## src/rtl/spi_pkg.sv

```systemverilog
// Shared types and width helpers for the configurable SPI master.
//   spi_state_t : transfer FSM states
//   spi_mode_t  : clock polarity / phase pair captured with each transfer
//   sel_w       : width of the slave-select index (never less than 1)
//   edge_cnt_w  : width of the SCLK edge counter, $clog2(DATA_W)+1
//   div_cnt_w   : width of the half-period divider counter (never less than 1)
package spi_pkg;

  typedef enum logic [2:0] {
    IDLE  = 3'd0,
    SETUP = 3'd1,
    XFER  = 3'd2,
    HOLD  = 3'd3,
    DONE  = 3'd4
  } spi_state_t;

  typedef struct packed {
    logic cpol;
    logic cpha;
  } spi_mode_t;

  function automatic int unsigned sel_w(input int unsigned n);
    return (n > 1) ? $clog2(n) : 1;
  endfunction

  function automatic int unsigned edge_cnt_w(input int unsigned data_w);
    return $clog2(data_w) + 1;
  endfunction

  function automatic int unsigned div_cnt_w(input int unsigned clk_div);
    return (clk_div > 1) ? $clog2(clk_div) : 1;
  endfunction

endpackage

```

## src/rtl/spi_clk_gen.sv

```systemverilog
// Half-period tick generator for the SPI master.
// Counts CLK_DIV system clocks while enabled and pulses tick_c on the last one.
// The counter is held at zero whenever en is low, so every transfer starts
// from a fresh half-period.
//   clk     : system clock
//   reset_n : asynchronous active-low reset
//   en      : count enable (high during SETUP/XFER/HOLD)
//   tick_c  : combinational one-cycle tick at the end of each half-period
module spi_clk_gen
  import spi_pkg::*;
#(
  parameter int unsigned CLK_DIV = 4
) (
  input  logic clk,
  input  logic reset_n,
  input  logic en,
  output logic tick_c
);

  localparam int unsigned CW = div_cnt_w(CLK_DIV);
  localparam logic [CW-1:0] LAST = CW'(CLK_DIV - 1);

  logic [CW-1:0] cnt_q;

  // Free-running modulo-CLK_DIV counter, cleared while disabled
  always_ff @(posedge clk or negedge reset_n) begin
    if (!reset_n) begin
      cnt_q <= '0;
    end else if (!en) begin
      cnt_q <= '0;
    end else if (cnt_q == LAST) begin
      cnt_q <= '0;
    end else begin
      cnt_q <= cnt_q + CW'(1);
    end
  end

  assign tick_c = en && (cnt_q == LAST);

endmodule

```

## src/rtl/spi_master_cfg.sv

```systemverilog
// Parametrised full-duplex SPI master.
// Shifts DATA_W bits out on mosi while capturing DATA_W bits from miso, in any
// of the four CPOL/CPHA modes, with NUM_SS active-low slave selects.
// Optional build macro SPI_LSB_FIRST_EN adds the lsb_first input; without it
// every transfer is MSB first.
//   clk, reset_n : system clock, asynchronous active-low reset
//   start        : transfer request, honoured only in IDLE
//   cpol, cpha   : SPI mode for the next transfer
//   ss_sel       : slave index for the next transfer
//   din / dout   : transmit word / last received word (updated with done)
//   lsb_first    : (SPI_LSB_FIRST_EN only) bit order for the next transfer
//   busy, done   : transfer in progress / one-cycle completion pulse
//   sclk, mosi, miso, ss_n : SPI pins
module spi_master_cfg
  import spi_pkg::*;
#(
  parameter int unsigned DATA_W  = 8,
  parameter int unsigned CLK_DIV = 4,
  parameter int unsigned NUM_SS  = 4
) (
  input  logic                      clk,
  input  logic                      reset_n,
  input  logic                      start,
  input  logic                      cpol,
  input  logic                      cpha,
  input  logic [sel_w(NUM_SS)-1:0]  ss_sel,
  input  logic [DATA_W-1:0]         din,
`ifdef SPI_LSB_FIRST_EN
  input  logic                      lsb_first,
`endif
  output logic [DATA_W-1:0]         dout,
  output logic                      busy,
  output logic                      done,
  output logic                      sclk,
  output logic                      mosi,
  input  logic                      miso,
  output logic [NUM_SS-1:0]         ss_n
);

  localparam int unsigned SEL_W = sel_w(NUM_SS);
  localparam int unsigned CNT_W = edge_cnt_w(DATA_W);
  localparam logic [CNT_W-1:0] LAST_EDGE = CNT_W'(2 * DATA_W - 1);

  spi_state_t state_q, state_d;

  spi_mode_t           mode_q;
  logic [SEL_W-1:0]    sel_q;
  logic                lsb_q;
  logic [DATA_W-1:0]   tx_q;
  logic [DATA_W-1:0]   rx_q;
  logic [CNT_W-1:0]    edge_cnt_q;

  logic                tick_c;
  logic                clk_en_c;
  logic                accept_c;
  logic                lsb_in_c;
  logic                xfer_tick_c;
  logic                lead_c;
  logic                trail_c;
  logic                last_edge_c;
  logic                drive_c;
  logic                sample_c;

  logic                busy_d;
  logic                done_d;
  logic                sclk_d;
  logic                mosi_d;
  logic [NUM_SS-1:0]   ss_n_d;
  logic [DATA_W-1:0]   dout_d;
  logic [SEL_W-1:0]    sel_src;

  // Bit-order helpers
  function automatic logic first_bit(input logic [DATA_W-1:0] w, input logic lsb);
    return lsb ? w[0] : w[DATA_W-1];
  endfunction

  function automatic logic [DATA_W-1:0] shift_word(input logic [DATA_W-1:0] w,
                                                   input logic lsb);
    return lsb ? (w >> 1) : (w << 1);
  endfunction

  function automatic logic [DATA_W-1:0] insert_bit(input logic [DATA_W-1:0] w,
                                                   input logic b,
                                                   input logic lsb);
    return lsb ? {b, w[DATA_W-1:1]} : {w[DATA_W-2:0], b};
  endfunction

`ifdef SPI_LSB_FIRST_EN
  assign lsb_in_c = lsb_first;
`else
  assign lsb_in_c = 1'b0;
`endif

  assign clk_en_c = (state_q == SETUP) || (state_q == XFER) || (state_q == HOLD);

  spi_clk_gen #(
    .CLK_DIV (CLK_DIV)
  ) u_clk_gen (
    .clk     (clk),
    .reset_n (reset_n),
    .en      (clk_en_c),
    .tick_c  (tick_c)
  );

  // Edge classification: even edge indices are leading, odd ones trailing
  assign accept_c    = (state_q == IDLE) && start;
  assign xfer_tick_c = tick_c && (state_q == XFER);
  assign lead_c      = xfer_tick_c && !edge_cnt_q[0];
  assign trail_c     = xfer_tick_c && edge_cnt_q[0];
  assign last_edge_c = (edge_cnt_q == LAST_EDGE);
  // The final trailing edge in CPHA=0 does not shift, so mosi holds the last bit
  assign drive_c     = mode_q.cpha ? lead_c : (trail_c && !last_edge_c);
  assign sample_c    = mode_q.cpha ? trail_c : lead_c;

  // State register
  always_ff @(posedge clk or negedge reset_n) begin
    if (!reset_n) begin
      state_q <= IDLE;
    end else begin
      state_q <= state_d;
    end
  end

  // Next-state logic
  always_comb begin
    state_d = state_q;
    case (state_q)
      IDLE:    if (start)                     state_d = SETUP;
      SETUP:   if (tick_c)                    state_d = XFER;
      XFER:    if (tick_c && last_edge_c)     state_d = HOLD;
      HOLD:    if (tick_c)                    state_d = DONE;
      DONE:                                   state_d = IDLE;
      default:                                state_d = IDLE;
    endcase
  end

  // Output logic: next values of the registered pins, keyed to the next state
  always_comb begin
    busy_d  = 1'b0;
    done_d  = 1'b0;
    ss_n_d  = '1;
    sclk_d  = sclk;
    mosi_d  = mosi;
    dout_d  = dout;
    // On the accepting edge the latched select is not yet valid
    sel_src = (state_q == IDLE) ? ss_sel : sel_q;

    busy_d = (state_d == SETUP) || (state_d == XFER) || (state_d == HOLD);
    done_d = (state_d == DONE);
    if (done_d) begin
      dout_d = rx_q;
    end

    // Out-of-range indices match no line, so nothing is selected
    for (int i = 0; i < int'(NUM_SS); i++) begin
      if (busy_d && (sel_src == SEL_W'(i))) begin
        ss_n_d[i] = 1'b0;
      end
    end

    case (state_q)
      IDLE:    sclk_d = cpol;
      XFER:    if (tick_c) sclk_d = ~sclk;
      default: sclk_d = mode_q.cpol;
    endcase

    if (accept_c && !cpha) begin
      mosi_d = first_bit(din, lsb_in_c);
    end else if (drive_c) begin
      mosi_d = first_bit(tx_q, lsb_q);
    end
  end

  // Output registers
  always_ff @(posedge clk or negedge reset_n) begin
    if (!reset_n) begin
      busy <= 1'b0;
      done <= 1'b0;
      sclk <= 1'b0;
      mosi <= 1'b0;
      ss_n <= '1;
      dout <= '0;
    end else begin
      busy <= busy_d;
      done <= done_d;
      sclk <= sclk_d;
      mosi <= mosi_d;
      ss_n <= ss_n_d;
      dout <= dout_d;
    end
  end

  // Transfer context, shift registers and edge counter
  always_ff @(posedge clk or negedge reset_n) begin
    if (!reset_n) begin
      mode_q     <= '0;
      sel_q      <= '0;
      lsb_q      <= 1'b0;
      tx_q       <= '0;
      rx_q       <= '0;
      edge_cnt_q <= '0;
    end else begin
      if (state_q == IDLE) begin
        mode_q.cpol <= cpol;
      end
      if (accept_c) begin
        mode_q.cpha <= cpha;
        sel_q       <= ss_sel;
        lsb_q       <= lsb_in_c;
        edge_cnt_q  <= '0;
        // CPHA=0 already presents the first bit, so drop it from the queue
        tx_q        <= cpha ? din : shift_word(din, lsb_in_c);
      end
      if (drive_c) begin
        tx_q <= shift_word(tx_q, lsb_q);
      end
      if (sample_c) begin
        rx_q <= insert_bit(rx_q, miso, lsb_q);
      end
      if (xfer_tick_c && !last_edge_c) begin
        edge_cnt_q <= edge_cnt_q + CNT_W'(1);
      end
    end
  end

endmodule
```

## config.mk

```make
export PLATFORM = sky130hd
export DESIGN_NAME = spi_master_cfg
export DESIGN_NICKNAME = d
export VERILOG_FILES = /design/src/rtl/spi_pkg.sv /design/src/rtl/spi_clk_gen.sv /design/src/rtl/spi_master_cfg.sv
export SDC_FILE = /design/constraint.sdc
export NUM_CORES = 1
export LEC_CHECK = 0
export CORE_MARGIN = 1.5
export CORE_UTILIZATION = 46
export CTS_BUF_LIST = sky130_fd_sc_hd__clkbuf_4
export DETAILED_ROUTE_END_ITERATION = 10
export GPL_TIMING_DRIVEN = 0
export PLACE_DENSITY = 0.7
export SLEW_MARGIN = 10
export SYNTH_ARGS = -nofsm -noshare
export SYNTH_HDL_FRONTEND = slang
export SYNTH_SLANG_ARGS = --single-unit
export TNS_END_PERCENT = 5
```

## constraint.sdc

```tcl
create_clock -name clk -period 2.15 [get_ports clk]
set_input_delay 0.43 -clock clk [delete_from_list [all_inputs] [get_ports clk]]
set_output_delay 0.43 -clock clk [all_outputs]
set_load 0.1 [all_outputs]
```

==> results of run 1 <==
power groups by stage:
| stage | Combinational, mW | Clock (mW) | Sequential (mW) |
|---|---|---|---|
| after floorplan | 0.112 | 0 | 1.20 |
| after global placement | 0.463 | 0 | 0.984 |
| after detailed placement | 0.473 | 0 | 0.986 |
| after CTS | 0.453 | 0.531 | 0.969 |
| after global routing | 0.478 | 0.561 | 0.982 |
| final | 0.449 | 0.518 | 0.968 |
per-stage QoR:
stage	power, mW	util (%)	instance area (um2)	setup TNS (ps)
after floorplan	1.31	-	2060	0
after global placement	1.45	56.3	2440	-22720
after detailed placement	1.46	56.7	2450	0
after CTS	1.95	58.5	2530	0
after global routing	2.02	58.5	2530	0
final	1.93	58.5	2530	0
layout make-up:
cell class | count | area [um2]
well taps | 52 | 65.1
flip-flops and latches | 45 | 1130
multi-input cells | 144 | 870
clock buffers | 6 | 45.0
plain buffers | 9 | 48.8
fillers | 400 | 1790
clock inverters | 2 | 33.8
inverters | 3 | 11.3
repair buffers | 33 | 325
worst register-to-register path, cell delays in order, from the launching register on:
cell	delay (ps)
dfrtp_1	470
ha_1	280
and3_1	250
a211oi_4	370
buf_4	240
nand2_1	60
o21ai_0	70
layer usage:
metal  wire length, um  GRT usage [%]  up-vias  part of all wire, %
met2              1700           27.2       34                   45
met4                65           6.41        0                  1.7
met3               174           4.62        7                  4.6
met1              1840           23.1      742                   49
li1                  -              -      762                    -
met5                 0              0        -                    0
cell families after synthesis:
kind of cell	Yosys count	share of synthesized area, %
AND/OR/NAND/NOR	90	20.2
buffers and inverters	12	2.91
flip-flops	45	54.9
multiplexers	16	9.72
adder cells (fa/ha/maj)	2	1.21
AO/OA/AOI/OAI	32	9.41
XOR/XNOR	4	1.70
worst min-delay path by stage:
stage                                   from                  to  slack [ps]
after floorplan                      reset_n                busy         130
after global placement    u_clk_gen.cnt_q[0]  u_clk_gen.cnt_q[0]         430
after detailed placement             reset_n            sel_q[0]         400
after CTS                 u_clk_gen.cnt_q[0]  u_clk_gen.cnt_q[0]         450
after global routing      u_clk_gen.cnt_q[0]  u_clk_gen.cnt_q[0]         490
final                     u_clk_gen.cnt_q[0]  u_clk_gen.cnt_q[0]         450
cells in the mapped netlist, types with 2 or more instances:
library cell / instances / area share, %
nand2_1: 61 / 11
dfrtp_1: 41 / 50
o21ai_0: 21 / 5.1
mux2_4: 8 / 5.8
mux2i_1: 8 / 3.9
buf_2: 6 / 1.5
nor2_1: 5 / 0.91
nor3b_1: 5 / 1.8
dfstp_2: 4 / 5.1
nand3_1: 4 / 0.97
a21oi_1: 3 / 0.73
nor3_1: 3 / 0.73
xnor2_1: 3 / 1.3
and3_1: 2 / 0.61
buf_4: 2 / 0.73
ha_1: 2 / 1.2
inv_1: 2 / 0.36
nand2b_1: 2 / 0.61
o22ai_1: 2 / 0.61
timing repair:
item,in CTS,in global routing
endpoints found under the setup margin,16,0
endpoints found under the hold margin,12,0
gates resized for setup,24,0
hold buffers,1,0
sequential cells by signal (all words and copies together), names as in the netlist:
name             count
state_q              3
edge_cnt_q           4
rx_q                 8
sel_q                2
tx_q                 8
mode_q               2
ss_n                 4
u_clk_gen.cnt_q      2
dout                 8
mosi                 1
sclk                 1
busy                 1
done                 1
==> flow_metrics.env, run 1 <==
export IMPL_ys_ff_latch=45
export IMPL_synthFlopType="dfrtp_1"
export IMPL_numCtsBuffers=5
export IMPL_ys_async_sr_fraction_pct=100
export IMPL_final_cell_mix="nand2_1 (61), dfrtp_1 (41), o21ai_0 (21), clkdlybuf4s50_1 (14), dlygate4sd2_1 (12)"
export IMPL_cp_max_fo=2
export IMPL_p_seq_share_pct=50.1
export IMPL_drv_slew=0
export IMPL_rrSetupSlack_ps=330
export IMPL_portBuffers=31
export IMPL_cts_tree="built"
export IMPL_comb_power_share_pct=23.2
export IMPL_worstSkewPairLatency_ps=360
export IMPL_synth_cell_type_count=36
export IMPL_crit_start="sclk"
export IMPL_grt_pass1_vias=1550
export IMPL_cts_clk_slew_worst_paths_ps=130
export IMPL_ir_worst_vdd_uv=444
export IMPL_switching_power_mw=0.629
export IMPL_cp_arrival_ps=1600
export IMPL_initial_core_util_pct=47.7
export IMPL_leakage_nw=1.19
export IMPL_placementRows=24
export IMPL_synthCells=201
export IMPL_path_delay_family="buffers and inverters"
export IMPL_placed_cells=285
export IMPL_dp_final_hpwl_um=2680
export IMPL_hold_viol_final=0
export IMPL_worst_setup_path_end_kind="output port"
export IMPL_grt_pass1_wl_um=6800
export IMPL_fp_dieW_um=69.9
export IMPL_r2r_end="tx_q[2]"
export IMPL_p_int_mw=1.31
export IMPL_period_share_pct=94.6
export IMPL_clockPowerShare_pct=26.8
export IMPL_critPathLaunchType="flip-flop"
export IMPL_drv_cap=0
export IMPL_dieHeight_um=69.9
export IMPL_io_pins=32
export IMPL_synthesis_area_mm2=0.00206
export IMPL_cp_depth=1
export IMPL_status="completed"
export IMPL_clock_sinks=45
export IMPL_clock_skew_ps=18.3
export IMPL_synth_edf_count=0
export IMPL_pre_cts_ws_ps=99.0
export IMPL_final_common_cell="nand2_1"
export IMPL_slowest_stage="dlygate4sd2_1"
export IMPL_dr_pass1_iters=4
export IMPL_syn_to_final_growth_pct=22.8
export IMPL_ctsHtreeMaxLevel=2
export IMPL_crit_end="sclk"
export IMPL_crit_buf_inv=1
export IMPL_dieArea_mm2=0.00489
export IMPL_r2r_cells=6
export IMPL_setup_viol=0
export IMPL_switching_share_pct=32.5
export IMPL_antenna_left=0
export IMPL_nets=259
export IMPL_drive_gt1_share_pct=14.9
export IMPL_syn_area_per_cell_um2=10.3
export IMPL_rsz0062_at_grt="false"
export IMPL_yosys_warnings=0
export IMPL_reg2reg_from="edge_cnt_q[0]"
export IMPL_finalCriticalPeriod_ps=2030
export IMPL_whs_path_depth=1
export IMPL_grt_overflow=0
export IMPL_grt_use_total_pct=17.3
export IMPL_worstPathRequired_ps=1720
export IMPL_avgRoutedWirePerCell_um=12.8
export IMPL_cts_root_buf="clkbuf_4"
export IMPL_max_stage_delay_ps=860
export IMPL_max_freq_mhz=492
export IMPL_core_mm2=0.00432
export IMPL_initialDrtViolationCount=122
export IMPL_hold_class="reg -> reg"
export IMPL_vias=1545
export IMPL_diodes=0
export IMPL_gp_congestion=0.759
export IMPL_totalWireLength_um=3780
export IMPL_clock_path_buffers=2
export IMPL_viasPerCell=5.26
export IMPL_tightest_slew_ps=964
export IMPL_synth_seq_area_share_pct=54.9
export IMPL_drc=0
export IMPL_slew_headroom_pct=36.0
export IMPL_path_cells="dlygate4sd2_1"
export IMPL_crit_type="reg -> out"
export IMPL_power_density_mw_per_mm2=765
export IMPL_grt_max_degree=28
export IMPL_cts_setup_buffers=0
export IMPL_setup_ws_ps=116
export IMPL_antenna_found_initial=0
export IMPL_layout_cells_non_filler=294
export IMPL_syn_num_nets=219
export IMPL_hold_ws_ps=450
Power figures use the tool's default switching activity.
==> inputs of run 2 (changes only) <==
Settings changed: CORE_MARGIN 1.5 to not set, SLEW_MARGIN 10 to not set.
==> run 2 against run 1 <==
Against the previous run: register-to-register slack got worse by 60 ps; via count is 1.6% lower; clock skew increased by 2.2 ps; critical path depth unchanged.
==> flow_metrics.env, run 2 (synthesis results as in run 1) <==
export IMPL_rsz0062_at_grt="false"
export IMPL_totalWireLength_um=3800
export IMPL_top_regs="dout: 8 flops, rx_q: 8 flops, tx_q: 8 flops"
export IMPL_antenna_left=0
export IMPL_fp_dieW_um=68.9
export IMPL_antenna_found_initial=0
export IMPL_cts_clk_slew_worst_paths_ps=140
export IMPL_worstPathRequired_ps=1720
export IMPL_reg2reg_from="edge_cnt_q[0]"
export IMPL_drc=0
export IMPL_cp_arrival_ps=1610
export IMPL_leakage_nw=1.17
export IMPL_cts_tree="built"
export IMPL_drv_slew=0
export IMPL_ir_worst_vdd_uv=477
export IMPL_layout_cells_non_filler=292
export IMPL_tightest_slew_ps=964
export IMPL_cp_max_fo=2
export IMPL_io_pins=32
export IMPL_grt_pass1_wl_um=6570
export IMPL_r2r_cells=5
export IMPL_drv_cap=0
export IMPL_gp_congestion=0.740
export IMPL_dp_final_hpwl_um=2690
export IMPL_critPathLaunchType="flip-flop"
export IMPL_core_mm2=0.00414
export IMPL_placed_cells=283
export IMPL_vias=1521
export IMPL_dieHeight_um=68.9
export IMPL_diodes=0
export IMPL_max_freq_mhz=489
export IMPL_grt_pass1_vias=1468
export IMPL_avgRoutedWirePerCell_um=13.0
export IMPL_slowest_stage="dlygate4sd2_1"
export IMPL_syn_to_final_growth_pct=21.6
export IMPL_slew_headroom_pct=36.0
export IMPL_final_common_cell="nand2_1"
export IMPL_hold_viol_final=0
export IMPL_power_density_mw_per_mm2=735
export IMPL_period_share_pct=95.0
export IMPL_numCtsBuffers=5
export IMPL_finalCriticalPeriod_ps=2040
export IMPL_worst_setup_path_end_kind="output port"
export IMPL_power_mw=1.84
export IMPL_drive_gt1_share_pct=15.3
export IMPL_nets=259
export IMPL_setup_viol=0
export IMPL_max_stage_delay_ps=860
export IMPL_final_cell_mix="nand2_1 (61), dfrtp_1 (41), o21ai_0 (21), clkdlybuf4s50_1 (14), dlygate4sd2_1 (12)"
export IMPL_cts_root_buf="clkbuf_4"
export IMPL_path_delay_family="buffers and inverters"
export IMPL_clock_sinks=45
export IMPL_placementRows=23
export IMPL_initialDrtViolationCount=81
export IMPL_crit_type="reg -> out"
export IMPL_rrSetupSlack_ps=270
export IMPL_dr_pass1_iters=4
export IMPL_status="completed"
export IMPL_worstSkewPairLatency_ps=370
export IMPL_design_area_mm2=0.00250
export IMPL_grt_max_degree=35
export IMPL_dpl_cell_area_mm2=0.00245
export IMPL_hold_class="in -> async"
export IMPL_viasPerCell=5.21
export IMPL_r2r_end="tx_q[7]"
export IMPL_path_cells="dlygate4sd2_1"
export IMPL_cts_setup_buffers=0
export IMPL_ctsHtreeMaxLevel=2
export IMPL_grt_overflow=0
export IMPL_portBuffers=31
export IMPL_clock_path_buffers=2
export IMPL_dieArea_mm2=0.00475
export IMPL_initial_core_util_pct=49.7
export IMPL_grt_use_total_pct=18.9
export IMPL_clock_skew_ps=20.5
export IMPL_crit_buf_inv=1
## run 2: cell types whose count changed in the layout (fill, tap and decap cells not counted)
cell,previous run,this run
bufinv_16,1,0
clkbuf_2,0,1
clkbuf_4,6,5
clkdlybuf4s15_2,4,3
clkinv_1,2,1
clkinv_4,0,1
clkinvlp_4,0,1
inv_6,0,1
## run 2: worst max-delay path by stage
stage                     slack, ps                from  depth (start not counted)      end
after global placement         -560             reset_n                          1  rx_q[2]
after CTS                         2             ss_n[3]                          1  ss_n[3]
final                           110                sclk                          1     sclk
after floorplan                 510  u_clk_gen.cnt_q[0]                          6  rx_q[0]
after global routing             50             dout[3]                          1  dout[3]
after detailed placement         80               start                          5  tx_q[7]
## run 2: stage by stage
step | hold WS [ps] | utilization, % | setup WS, ps | TNS (ps)
2_1_floorplan | 134 | - | 513 | 0
3_3_place_gp | 432 | 58.7 | -562 | -23380
3_5_place_dp | 330 | 59.1 | 81.4 | 0
4_1_cts | 455 | 60.6 | 2.09 | 0
5_1_grt | 481 | 60.4 | 47.8 | 0
6_report | 450 | 60.4 | 107 | 0
## run 2: repair_timing
action                                  CTS  global route
cloned                                    0             0
endpoints found under the setup margin   16             1
hold buffers                              1             0
gates resized for setup                  23             1
endpoints found under the hold margin     7             0
## run 2: final cells by class
cell class	count	area, um2
clock inverter	3	25.0
timing repair buffer	33	319
clock buffer	5	37.5
multi-input combinational	144	870
inverter	3	11.3
sequential	45	1130
fill	381	1640
tap	50	62.6
buffer	9	48.8
## run 2: power breakdown
part | leakage (nW) | internal, mW | total, mW | switching, mW
combinational | 0.594 | 0.129 | 0.447 | 0.318
clock | 0.0318 | 0.134 | 0.426 | 0.292
sequential | 0.549 | 0.922 | 0.969 | 0.0466
total | 1.17 | 1.18 | 1.84 | 0.657
## run 2: routing by layer
metal	part of all wire [%]	wire length, um	track usage (%)	vias up
li1	-	-	-	766
met1	48	1820	24.7	722
met2	47	1780	30.5	27
met3	3.5	133	3.45	6
met4	1.8	70	8.42	0
met5	0	0	0	-
